`src/rtl/bin12_to_bcd_pkg.sv`:
```
// -----------------------------------------------------------------------------
// bin12_to_bcd_pkg
// Shared constants and types for the 12-bit binary to 4-digit BCD converter.
//   WIDTH_C    : binary input width (only 12 is supported)
//   DIGITS_C   : number of BCD output digits (only 4 is supported)
//   CNT_W      : width of the shift counter
//   state_e    : converter FSM states
//   bcd_digit_t: one packed BCD digit
// -----------------------------------------------------------------------------
package bin12_to_bcd_pkg;

  localparam int WIDTH_C  = 12;
  localparam int DIGITS_C = 4;
  localparam int CNT_W    = 4;

  typedef enum logic [1:0] {
    ST_IDLE  = 2'd0,
    ST_SHIFT = 2'd1,
    ST_DONE  = 2'd2
  } state_e;

  typedef logic [3:0] bcd_digit_t;

endpackage

```
`src/rtl/bin12_to_bcd_digit_adj.sv`:
```
// -----------------------------------------------------------------------------
// bcd_digit_adj
// Double-dabble digit correction: adds 3 to a BCD digit that is 5 or more so
// that the following left shift carries correctly into the next digit.
//   digit_i : BCD digit before correction
//   digit_o : corrected digit
// -----------------------------------------------------------------------------
module bcd_digit_adj
  import bin12_to_bcd_pkg::*;
(
  input  bcd_digit_t digit_i,
  output bcd_digit_t digit_o
);

  always_comb begin
    if (digit_i >= 4'd5) begin
      digit_o = digit_i + 4'd3;
    end else begin
      digit_o = digit_i;
    end
  end

endmodule

```
`src/rtl/bin12_to_bcd.sv`:
```
// -----------------------------------------------------------------------------
// bin12_to_bcd
// Sequential double-dabble converter from a 12-bit binary (signed or unsigned)
// value to four BCD digits plus a sign flag. One bit is shifted per clock; a
// result is presented 12 edges after capture and held until consumed.
//
// Ports
//   clk       : rising-edge clock
//   rst       : synchronous active-high reset
//   in_data   : binary value to convert
//   in_signed : 1 = in_data is two's complement
//   in_valid  : in_data/in_signed valid this cycle
//   in_ready  : converter idle, can accept a value
//   out_bcd   : thousands [15:12] .. units [3:0]
//   out_neg   : converted value was negative
//   out_valid : out_bcd/out_neg hold a completed result
//   out_ready : consumer accepts the result
//
// state    | meaning
// ---------+------------------------------------------------
// ST_IDLE  | waiting for in_valid, in_ready=1
// ST_SHIFT | one add-3/shift step per cycle, 12 steps total
// ST_DONE  | result held, out_valid=1, waits for out_ready
// -----------------------------------------------------------------------------
module bin12_to_bcd
  import bin12_to_bcd_pkg::*;
#(
  parameter int WIDTH  = WIDTH_C,
  parameter int DIGITS = DIGITS_C
) (
  input  logic                  clk,
  input  logic                  rst,
  input  logic [WIDTH-1:0]      in_data,
  input  logic                  in_signed,
  input  logic                  in_valid,
  output logic                  in_ready,
  output logic [4*DIGITS-1:0]   out_bcd,
  output logic                  out_neg,
  output logic                  out_valid,
  input  logic                  out_ready
);

  localparam logic [CNT_W-1:0] LAST_SHIFT = CNT_W'(WIDTH - 1);

  state_e                state_q, state_d;
  logic [WIDTH-1:0]      mag_q,   mag_d;
  logic [4*DIGITS-1:0]   bcd_q,   bcd_d;
  logic [CNT_W-1:0]      cnt_q,   cnt_d;
  logic                  neg_q,   neg_d;
  logic [4*DIGITS-1:0]   bcd_adj;

  for (genvar g = 0; g < DIGITS; g++) begin : g_adj
    bcd_digit_adj u_adj (
      .digit_i (bcd_q[4*g +: 4]),
      .digit_o (bcd_adj[4*g +: 4])
    );
  end

  always_comb begin
    state_d = state_q;
    mag_d   = mag_q;
    bcd_d   = bcd_q;
    cnt_d   = cnt_q;
    neg_d   = neg_q;
    case (state_q)
      ST_IDLE: begin
        if (in_valid) begin
          state_d = ST_SHIFT;
          // 0x800 signed negates to itself, which is the correct magnitude 2048
          if (in_signed && in_data[WIDTH-1]) begin
            mag_d = (~in_data) + {{(WIDTH-1){1'b0}}, 1'b1};
          end else begin
            mag_d = in_data;
          end
          neg_d = in_signed & in_data[WIDTH-1];
          bcd_d = '0;
          cnt_d = '0;
        end
      end
      ST_SHIFT: begin
        bcd_d = {bcd_adj[4*DIGITS-2:0], mag_q[WIDTH-1]};
        mag_d = {mag_q[WIDTH-2:0], 1'b0};
        cnt_d = cnt_q + 1'b1;
        if (cnt_q == LAST_SHIFT) begin
          state_d = ST_DONE;
        end
      end
      ST_DONE: begin
        if (out_ready) begin
          state_d = ST_IDLE;
        end
      end
      default: begin
        state_d = ST_IDLE;
      end
    endcase
  end

  always_ff @(posedge clk) begin
    if (rst) begin
      state_q <= ST_IDLE;
      mag_q   <= '0;
      bcd_q   <= '0;
      cnt_q   <= '0;
      neg_q   <= 1'b0;
    end else begin
      state_q <= state_d;
      mag_q   <= mag_d;
      bcd_q   <= bcd_d;
      cnt_q   <= cnt_d;
      neg_q   <= neg_d;
    end
  end

  assign in_ready  = (state_q == ST_IDLE);
  assign out_valid = (state_q == ST_DONE);
  assign out_bcd   = bcd_q;
  assign out_neg   = neg_q;

endmodule
```
`config.mk`:
```
export PLATFORM = sky130hd
export DESIGN_NAME = bin12_to_bcd
export DESIGN_NICKNAME = d
export VERILOG_FILES = /design/src/rtl/bin12_to_bcd_pkg.sv /design/src/rtl/bin12_to_bcd_digit_adj.sv /design/src/rtl/bin12_to_bcd.sv
export SDC_FILE = /design/constraint.sdc
export NUM_CORES = 1
export LEC_CHECK = 0
export BUFFER_PORTS_ARGS = -buffer_cell sky130_fd_sc_hd__buf_2
export CORE_ASPECT_RATIO = 1.2
export CORE_MARGIN = 10
export CORE_UTILIZATION = 55
export CTS_CLUSTER_SIZE = 8
export DETAILED_ROUTE_END_ITERATION = 7
export GPL_TIMING_DRIVEN = 0
export PLACE_DENSITY_LB_ADDON = 0.2
export SLEW_MARGIN = 10
export SYNTH_ARGS = -nofsm -noshare
export SYNTH_HDL_FRONTEND = slang
export SYNTH_SLANG_ARGS = --single-unit
```
`constraint.sdc`:
```
create_clock -name clk -period 1.77 [get_ports clk]
set_input_delay 0.0885 -clock clk [delete_from_list [all_inputs] [get_ports clk]]
set_output_delay 0.0885 -clock clk [all_outputs]
set_load 0.005 [all_outputs]
```
# --- Word level (Yosys, flattened, before mapping) ---
# Cells that the tools add are included.
word_totals:
  reg_bits: 35
  out_inout_bits: 19
classes:
  eq_ne: 6
  reduce_logical: 6
  magnitude_cmp: 4
  bitwise_logic: 2
  mux: 15
  addsub: 6
op_table:
  columns: ["operator", "count"]
  rows:
  - ["16-bit case mux with 2 select lines", 1]
  - ["12-bit two-way mux", 2]
  - ["12-bit case mux with 2 select lines", 1]
  - ["4-bit by 3-bit >= comparator with 1-bit output, second input constant", 4]
  - ["16-bit two-way mux", 1]
  - ["4-bit two-way mux", 4]
  - ["12-bit by 1-bit adder with 12-bit output, second input constant", 1]
  - ["4-bit by 2-bit adder with 4-bit output, second input constant", 3]
  - ["12-bit inverter", 1]
  - ["4-bit case mux with 2 select lines", 1]
  - ["2-bit two-way mux", 3]
  - ["2-bit case mux with 3 select lines", 1]
  - ["4-bit by 1-bit adder with 4-bit output, second input constant", 1]
  - ["4-bit equality test, second input constant", 1]
  - ["2-bit inequality test, second input constant", 2]
  - ["2-bit AND reduction", 2]
  - ["3-bit by 2-bit adder with 3-bit output, second input constant", 1]
  - ["3-bit two-way mux", 1]
  - ["3-bit AND reduction", 1]
  - ["2-bit by 1-bit equality test with 1-bit output, second input constant", 1]
  - ["2-bit equality test, second input constant", 1]
  - ["2-bit zero test", 1]
  - ["2-bit by 1-bit inequality test with 1-bit output, second input constant", 1]
  - ["2-bit nonzero test", 1]
  - ["other kinds (2)", 2]

# --- Depth between registers and ports, before layout ---
# Gate-level depths: netlist of run 1.
logic_depth:
  word_depth: 5
  mapped_depth: 7
  mapped_depth_nobuf: 6

# --- Cells and area by module ---
# A second synthesis of run 1 with hierarchy kept.
hier_totals:
  hier_cells: 259
  hier_area_um2: 2078.2
by_module_without_submodules:
  columns: ["module", "instances", "area_each_um2", "seq_area_each_um2", "cells_each"]
  rows:
  - ["bin12_to_bcd", 1, 1672.9, 700.7, 195]
  - ["bcd_digit_adj", 4, 101.3, 0.0, 16]

# --- Least setup slack after synthesis of run 1 ---
# OpenSTA, ideal clock, no wires.
synth_timing:
  path_type: "register to register"
  start: "register state_q[0]"
  end: "register mag_q[10]"
  stages_incl_launch_ff: 6
  t_arrival_ns: 1.516
  required_ns: 1.688
  slack_ns: 0.171
  path_buffers: 2
  period_less_slack_ns: 1.599
  path_cell_list: "dfxtp_1 -> buf_6 -> or3b_1 -> buf_2 -> or4_1 -> o221ai_1"
synth_via:
  elab_chain_len: 3
  elab_cells_between_ends: 6
  classes_between: "eq/ne: 2; mux: 1; reduce/logical: 3"
synth_rtl:
  columns: ["item", "line", "rtl"]
  rows:
  - ["from (decl)", "bin12_to_bcd.sv:45", "state_e state_q, state_d;"]
  - ["from (signal assigned)", "bin12_to_bcd.sv:107", "state_q <= state_d;"]
  - ["2-bit by 1-bit equality test with 1-bit output or 2-bit zero test (tied branches)", "bin12_to_bcd.sv:65", "case (state_q)"]
  - ["2-bit nonzero test (no source line) or 2-bit inequality test (tied branches)", null, null]
  - ["2-bit AND reduction (no source line)", null, null]
  - ["to (signal assigned)", "bin12_to_bcd.sv:108", "mag_q <= mag_d;"]
  - ["to (decl)", "bin12_to_bcd.sv:46", "logic [WIDTH-1:0] mag_q, mag_d;"]
# Several ways; a longest one is shown, not always the timed one.
# A chain may end at the register's enable or synchronous reset.

# --- Worst setup path after layout of run 1 ---
# Ends and elaborated chain as after synthesis.

==> results of run 1 <==
-- cells in the final DEF, fill, tap and decap left out, types with 8 or more instances in the layout --
master	netlist	routed
nor2_1	17	17
dfxtp_1	35	35
nand2_1	9	9
inv_1	12	12
ha_1	10	10
nand3_1	12	12
o21ai_0	10	10
a22o_1	8	8
a21oi_1	23	23
buf_2	4	38
-- logic make-up after synthesis --
family          Yosys count
flops                    35
simple gates             83
xor+xnor                 11
compound gates           60
fa+ha+maj                10
buf+inv                  27
mux                       5
-- flip-flops by register name, summed over array words and instances (netlist names) --
name,flops
out_neg,1
cnt_q,4
out_bcd,16
state_q,2
mag_q,12
-- per-stage QoR --
stage	utilization	worst slack [ns]	area [um^2]	setup TNS, ns	power (mW)
2_1_floorplan	-	0.171	1960	0	0.980
3_3_place_gp	0.644	-0.00759	2190	-0.00759	1.06
3_5_place_dp	0.644	-0.0649	2190	-0.114	1.06
4_1_cts	0.674	0.0418	2290	0	1.69
5_1_grt	0.676	-0.00825	2290	-0.00825	1.75
6_report	0.676	0.0539	2290	0	1.69
-- area by class of cell --
| class | instances | share of cell area |
|---|---|---|
| sequential | 35 | 0.305 |
| clock buffer | 8 | 0.0436 |
| tap | 37 | 0.0202 |
| inverter | 12 | 0.0196 |
| timing repair buffer | 35 | 0.0763 |
| buffer | 12 | 0.0273 |
| multi-input combinational | 169 | 0.508 |
-- repair_timing --
| action | CTS | global route |
|---|---|---|
| resized for setup | 2 | 8 |
| cloned | 0 | 0 |
| pin swaps | 0 | 1 |
| setup endpoints to repair | 6 | 11 |
-- critical path, delay by kind of cell, from the launching register on --
family                 cells  cell delay (ns)
AND/OR/NAND/NOR            2             0.86
flip-flops                 1             0.32
buffers and inverters      2             0.31
AO/OA/AOI/OAI              1             0.15
-- worst min path at each step --
| stage | to | slack (ns) | cells after the start |
|---|---|---|---|
| 2_1_floorplan | mag_q[10] | 0.27 | 2 |
| 3_3_place_gp | mag_q[10] | 0.40 | 3 |
| 3_5_place_dp | state_q[1] | 0.41 | 4 |
| 4_1_cts | mag_q[5] | 0.12 | 3 |
| 5_1_grt | mag_q[9] | 0.14 | 3 |
| 6_report | state_q[1] | 0.13 | 4 |
-- per-layer routing --
| layer | vias up | wire, um | track usage |
|---|---|---|---|
| met4 | 0 | 64 | 0.0448 |
| met5 | - | 0 | 0 |
| met1 | 873 | 2070 | 0.179 |
| met2 | 58 | 2440 | 0.268 |
| li1 | 926 | - | - |
| met3 | 7 | 324 | 0.0571 |
-- power by group --
| group | total [mW] | switching (mW) | leakage, nW | internal, mW |
|---|---|---|---|---|
| registers | 0.832 | 0.0167 | 0.285 | 0.815 |
| clock network | 0.643 | 0.287 | 0.0515 | 0.355 |
| logic | 0.216 | 0.132 | 0.610 | 0.0838 |
| total | 1.69 | 0.436 | 0.946 | 1.25 |
==> flow_summary.ini, run 1 <==
[power]
p_leak_nw = 0.946
peakVddDrop_v = 0.000408
power.density_mw_per_mm2 = 737

[setup_path]
crit_end = mag_q[10]
startpoint = state_q[0]
rrSetupSlack_ns = 0.05
worstPathRequired_ns = 1.98
startpoint_type = flop
cp_max_fo = 10
r2r_start = state_q[0]
critPathCaptureType = flop
reg2regPathDepth = 5
timing.rr.end = mag_q[10]
worstSetupPathType = reg2reg
crit_arrival_ns = 1.92
cpPeakStageDelay_ns = 0.50
path_cells = buf_6 > or3b_1 > buf_4 > or4_1 > o221ai_2
cp_slowest_cell = or4_1

[routing]
vias = 1864
drtAntennaViolNets = 0
wl_per_cell_um = 15.9
first_pass_iters = 4
drt-initial-drc-count = 82
drcViolationCount = 0
via_per_inst = 6.05
routed_wl_um = 4900

[logic_synthesis]
synth_seq_cells = 35
async_flop_share = 0
synth_cells = 231
ys_seq_area_frac = 0.357
synth_edf_count = 0
synth-xor-area-share = 0.0490
ys_types = 40
synth_mux_area_frac = 0.0261
synth_top_family_by_area = simple AND/OR/NAND/NOR gates
synthTopCellsByArea = dfxtp_1 (36%), ha_1 (6.4%), a21oi_1 (5.9%), a22o_1 (3.6%), nor2_1 (3.2%)
synth_common_cells = dfxtp_1 (35), a21oi_1 (23), nor2_1 (17)
synth.most_common_cell = dfxtp_1
synth_compound_area_frac = 0.209
synth-adder-area-share = 0.0637
synthFlopType = dfxtp_1
synth_top_area_frac = 0.357
synth_top_area_cell = dfxtp_1
netlist_area_mm2 = 0.00196
synth.net_count = 258
postSynthAreaPerCell_um2 = 8.50
ys_warn_count = 0
yosys.area_share.simple = 0.238

[sta]
max_freq_mhz = 583
fin_crit_sh = 0.970
finalMaxSlewViolations = 0
tightest_slew_ns = 0.625
maxSlewHeadroom = 0.581
final-hold-violation-count = 0
hold_ws_ns = 0.128
period_needed_ns = 1.72
final.setup_skew_ns = 0.00370
finalSetupViolations = 0

[cts]
cts_tree = done
ctsHoldBuffers = 0
clockRootBuffer = clkbuf_8
cts_buffers = 5
clockBufferDepth = 2
htree_levels = 2
clk_pin_slew_ns = 0.07
postCtsSetupBuffers = 0
clkLatencyLatePin_ns = 0.29
clock_sinks = 35

[hold_path]
hp-class = in2reg
min_from = out_ready

[placement]
io_buffer_count = 35
gp_congestion = 0.816
hpwl_um = 3560
numPlacedInstances = 303

[die]
core-area_mm2 = 0.00340
num_rows = 23
die_area_mm2 = 0.00637
initial_core_util = 0.578
die_h_um = 85.5
io_pins = 36
die_w_um = 74.6

[global_route]
grt_pass1_wl_um = 8140
grt_max_degree = 11
grt_pass1_vias = 1792
antenna_found_initial = 0
grt.overflow.total = 0
grt_usage = 0.158

[finish]
fillers = 316
syn2layout_area_growth_pct = 16.8
regArea_um2 = 701
n_antenna_cell = 0
multi_input_area_mm2 = 0.00116
instances_no_fill = 308
final_nets = 297
drive_gt1_frac = 0.214

[outcome]
outcome = finished, final reports clean

[run]
maxCapViolCount = 0
(Power assumes the default switching activity.)
==> run 2, diff against run 1 <==
--- a/config.mk
+++ b/config.mk
@@ -11,9 +11,9 @@
 export CORE_UTILIZATION = 55
 export CTS_CLUSTER_SIZE = 8
 export DETAILED_ROUTE_END_ITERATION = 7
-export GPL_TIMING_DRIVEN = 0
 export PLACE_DENSITY_LB_ADDON = 0.2
 export SLEW_MARGIN = 10
 export SYNTH_ARGS = -nofsm -noshare
 export SYNTH_HDL_FRONTEND = slang
 export SYNTH_SLANG_ARGS = --single-unit
+export TNS_END_PERCENT = 100
==> flow_summary.ini, run 2 (synthesized netlist as in run 1, its figures left out) <==
[die]
die_w_um = 74.6
die_h_um = 85.5
die_area_mm2 = 0.00637
num_rows = 23
io_pins = 36
core-area_mm2 = 0.00340
initial_core_util = 0.578

[cts]
clk_pin_slew_ns = 0.06
htree_levels = 2
clockRootBuffer = clkbuf_8
clockBufferDepth = 2
cts_tree = done
cts_buffers = 5
clock_sinks = 35
postCtsSetupBuffers = 0
ctsHoldBuffers = 0
cts_resized = 0
clkLatencyLatePin_ns = 0.27

[routing]
drt-initial-drc-count = 98
via_per_inst = 6.02
first_pass_iters = 4
drcViolationCount = 0
wl_per_cell_um = 14.7
routed_wl_um = 4480
vias = 1829
route.met2.wl_um = 2270
wl_met3_um = 239
top_layer = met4
drtAntennaViolNets = 0
routedLengthMet1_um = 1940

[setup_path]
r2r_start = state_q[0]
path_cells = or3b_1 > or4_1 > o221ai_1
startpoint = state_q[0]
crit_end = mag_q[10]
cp_max_fo = 12
worstSetupPathType = reg2reg
reg2regPathDepth = 3
critPathCaptureType = flop
crit_arrival_ns = 1.81
timing.rr.end = mag_q[10]
startpoint_type = flop
cp_slowest_cell = or3b_1
worstPathRequired_ns = 1.97
rrSetupSlack_ns = 0.15
cpPeakStageDelay_ns = 0.54

[power]
power_mw = 1.55
power.density_mw_per_mm2 = 686
p_leak_nw = 0.944
peakVddDrop_v = 0.000463

[sta]
tightest_slew_ns = 0.536
rsz0062_at_grt = no
finalMaxSlewViolations = 0
max_freq_mhz = 619
final-hold-violation-count = 0
maxSlewHeadroom = 0.641
fin_crit_sh = 0.913
final.setup_skew_ns = 0.00455
period_needed_ns = 1.62
finalSetupViolations = 0
fin_setup_tns_ns = 0

[global_route]
antenna_found_initial = 0
grt_max_degree = 30
grt_pass1_wl_um = 7880
grt_pass1_vias = 1796
grt.overflow.total = 0
grt_usage = 0.149

[finish]
fillers = 315
final_nets = 295
syn2layout_area_growth_pct = 15.3
drive_gt1_frac = 0.210
n_antenna_cell = 0
final_cell_mix = dfxtp_1 (35), buf_2 (35), a21oi_1 (23), nor2_1 (17)
largest_register_ffs = 16

[run]
maxCapViolCount = 0

[outcome]
outcome = finished, final reports clean

[placement]
gp_congestion = 0.772
io_buffer_count = 35
hpwl_um = 3450

[hold_path]
hp-class = in2reg
-- run 2: cell types whose count changed in the layout (fill, tap and decap cells not counted), sizes merged --
cell | previous run | this run
buf | 40 | 45
clkbuf | 15 | 6
-- run 2: how the worst min path moves through the flow --
| stage | start | endpoint | cells past startpoint |
|---|---|---|---|
| floorplan | in_data[10] | mag_q[10] | 2 |
| global placement | in_data[10] | mag_q[10] | 3 |
| detailed placement | in_data[10] | mag_q[10] | 3 |
| CTS | in_data[5] | mag_q[5] | 3 |
| global route | in_data[10] | mag_q[10] | 3 |
| finish | in_data[5] | mag_q[5] | 3 |
-- run 2: layer usage --
metal / global-route usage / up-vias
met4: 0.0362 / 0
li1: - / 922
met1: 0.164 / 865
met3: 0.0466 / 4
met5: 0 / -
met2: 0.265 / 38
-- run 2: per-stage QoR --
| stage | util | setup slack, ns | cell area (um^2) | instances | hold WS [ns] |
|---|---|---|---|---|---|
| floorplan | - | 0.171 | 1960 | 231 | 0.269 |
| global placement | 0.646 | 0.172 | 2190 | 298 | 0.408 |
| detailed placement | 0.646 | 0.126 | 2190 | 298 | 0.417 |
| CTS | 0.667 | 0.147 | 2260 | 304 | 0.127 |
| global route | 0.667 | 0.0679 | 2260 | 304 | 0.172 |
| finish | 0.667 | 0.155 | 2260 | 304 | 0.137 |
-- run 2: area by class of cell --
class | instances | area (um^2) | share of cell area
sequential | 35 | 701 | 0.309
tap | 37 | 46.3 | 0.0204
inverter | 12 | 45.0 | 0.0199
clock buffer | 6 | 72.6 | 0.0320
timing repair buffer | 45 | 250 | 0.110
multi-input combinational | 169 | 1150 | 0.508
-- run 2: worst max-delay path: cells and delay by family (launching register included) --
kind / cells / cell delay (ns)
simple gates: 2 / 1.07
flops: 1 / 0.31
compound gates: 1 / 0.16
-- run 2: power by group --
part,internal [mW],switching (mW)
Clock,0.262,0.249
Sequential,0.815,0.0164
Combinational,0.0874,0.124
==> run 3, diff against run 2 <==
--- a/config.mk
+++ b/config.mk
@@ -9,6 +9,7 @@
 export CORE_ASPECT_RATIO = 1.2
 export CORE_MARGIN = 10
 export CORE_UTILIZATION = 55
+export CTS_BUF_LIST = sky130_fd_sc_hd__clkbuf_2
 export CTS_CLUSTER_SIZE = 8
 export DETAILED_ROUTE_END_ITERATION = 7
 export PLACE_DENSITY_LB_ADDON = 0.2
==> flow_summary.ini, run 3 (synthesized netlist as in run 1, its figures left out) <==
[setup_path]
critPathCaptureType = flop
worstPathRequired_ns = 2.07
worstSetupPathType = reg2reg
startpoint_type = flop
crit_arrival_ns = 1.93
cp_max_fo = 12

[routing]
wl_per_cell_um = 14.7
drcViolationCount = 0
routed_wl_um = 4470
route.met2.wl_um = 2200
wl_met3_um = 295
drt-initial-drc-count = 81
first_pass_iters = 4
top_layer = met4
vias = 1833
routedLengthMet1_um = 1910
drtAntennaViolNets = 0
via_per_inst = 6.03

[placement]
gp_congestion = 0.772
io_buffer_count = 35
hpwl_um = 3450

[sta]
final-hold-violation-count = 0
tightest_slew_ns = 0.536
finalSetupViolations = 0
max_freq_mhz = 616
fin_crit_sh = 0.917
maxSlewHeadroom = 0.641
finalMaxSlewViolations = 0
period_needed_ns = 1.62
rsz0062_at_grt = no
fin_setup_tns_ns = 0
final.setup_skew_ns = 0.0105
hold_ws_ns = 0.0256

[die]
die_w_um = 74.6
die_h_um = 85.5
io_pins = 36
die_area_mm2 = 0.00637
core-area_mm2 = 0.00340
initial_core_util = 0.578
num_rows = 23

[global_route]
grt_max_degree = 30
grt_usage = 0.150
antenna_found_initial = 0
grt.overflow.total = 0
grt_pass1_vias = 1764
grt_pass1_wl_um = 7790

[finish]
regArea_um2 = 701
n_antenna_cell = 0
multi_input_area_mm2 = 0.00115
drive_gt1_frac = 0.213
syn2layout_area_growth_pct = 13.1
final_cell_mix = dfxtp_1 (35), buf_2 (35), a21oi_1 (23), nor2_1 (17)
largest_register_ffs = 16
final_nets = 295
fillers = 324

[cts]
clk_pin_slew_ns = 0.15
cts_resized = 0
cts_tree = done
ctsHoldBuffers = 0
clockRootBuffer = clkbuf_2
cts_buffers = 5
htree_levels = 2
postCtsSetupBuffers = 0
clock_sinks = 35
clockBufferDepth = 2
clkLatencyLatePin_ns = 0.37

[power]
power.share.clock = 0.242
p_leak_nw = 0.932
power_frac_seq = 0.605
power_frac_comb = 0.154
swShare = 0.279
peakVddDrop_v = 0.000438
switching_power_mw = 0.383
internal_power_mw = 0.993
power.density_mw_per_mm2 = 619

[hold_path]
hp-class = in2reg

[run]
maxCapViolCount = 0

[outcome]
outcome = finished, final reports clean
-- run 3: cell counts in the layout (fill, tap and decap cells not counted) --
No cell type changed its count.
-- run 3: power by group through the flow --
| stage | combinational (mW) | clock, mW | sequential [mW] |
|---|---|---|---|
| 2_1_floorplan | 0.136 | 0 | 0.845 |
| 3_3_place_gp | 0.209 | 0 | 0.848 |
| 3_5_place_dp | 0.212 | 0 | 0.849 |
| 4_1_cts | 0.213 | 0.341 | 0.832 |
| 5_1_grt | 0.240 | 0.379 | 0.836 |
| 6_report | 0.211 | 0.332 | 0.832 |
-- run 3: final cells by class --
type / count / share of cell area
clock buffer: 6 / 0.0135
inverter: 12 / 0.0203
multi-input combinational: 169 / 0.517
sequential: 35 / 0.315
tap: 37 / 0.0208
timing repair buffer: 45 / 0.113
-- run 3: worst paths after layout --
path / end / slack, ns / depth (start not counted) / from
setup / recovery: mag_q[10] / 0.15 / 3 / state_q[0]
hold / removal: mag_q[5] / 0.03 / 3 / in_data[5]
setup reg to reg: mag_q[10] / 0.15 / 3 / state_q[0]
hold reg to reg: out_bcd[0] / 0.47 / 2 / mag_q[11]
-- run 3: metal layers --
layer	GRT usage	up-vias
met5	0	-
met4	0.0569	0
met3	0.0501	9
met2	0.258	45
met1	0.162	859
li1	-	920
-- run 3: critical path, cell delays in order, from the launching register on --
cell      delay [ns]
dfxtp_1         0.34
or3b_1          0.54
or4_1           0.52
o221ai_1        0.16
-- run 3: per-stage QoR --
stage          instances   util  setup slack [ns]  power [mW]  cell area, um^2
3_3_place_gp         298  0.646             0.172        1.06             2190
2_1_floorplan        231      -             0.171       0.980             1960
3_5_place_dp         298  0.646             0.126        1.06             2190
4_1_cts              304  0.654             0.139        1.39             2220
6_report             304  0.654             0.147        1.38             2220
5_1_grt              304  0.654            0.0620        1.46             2220
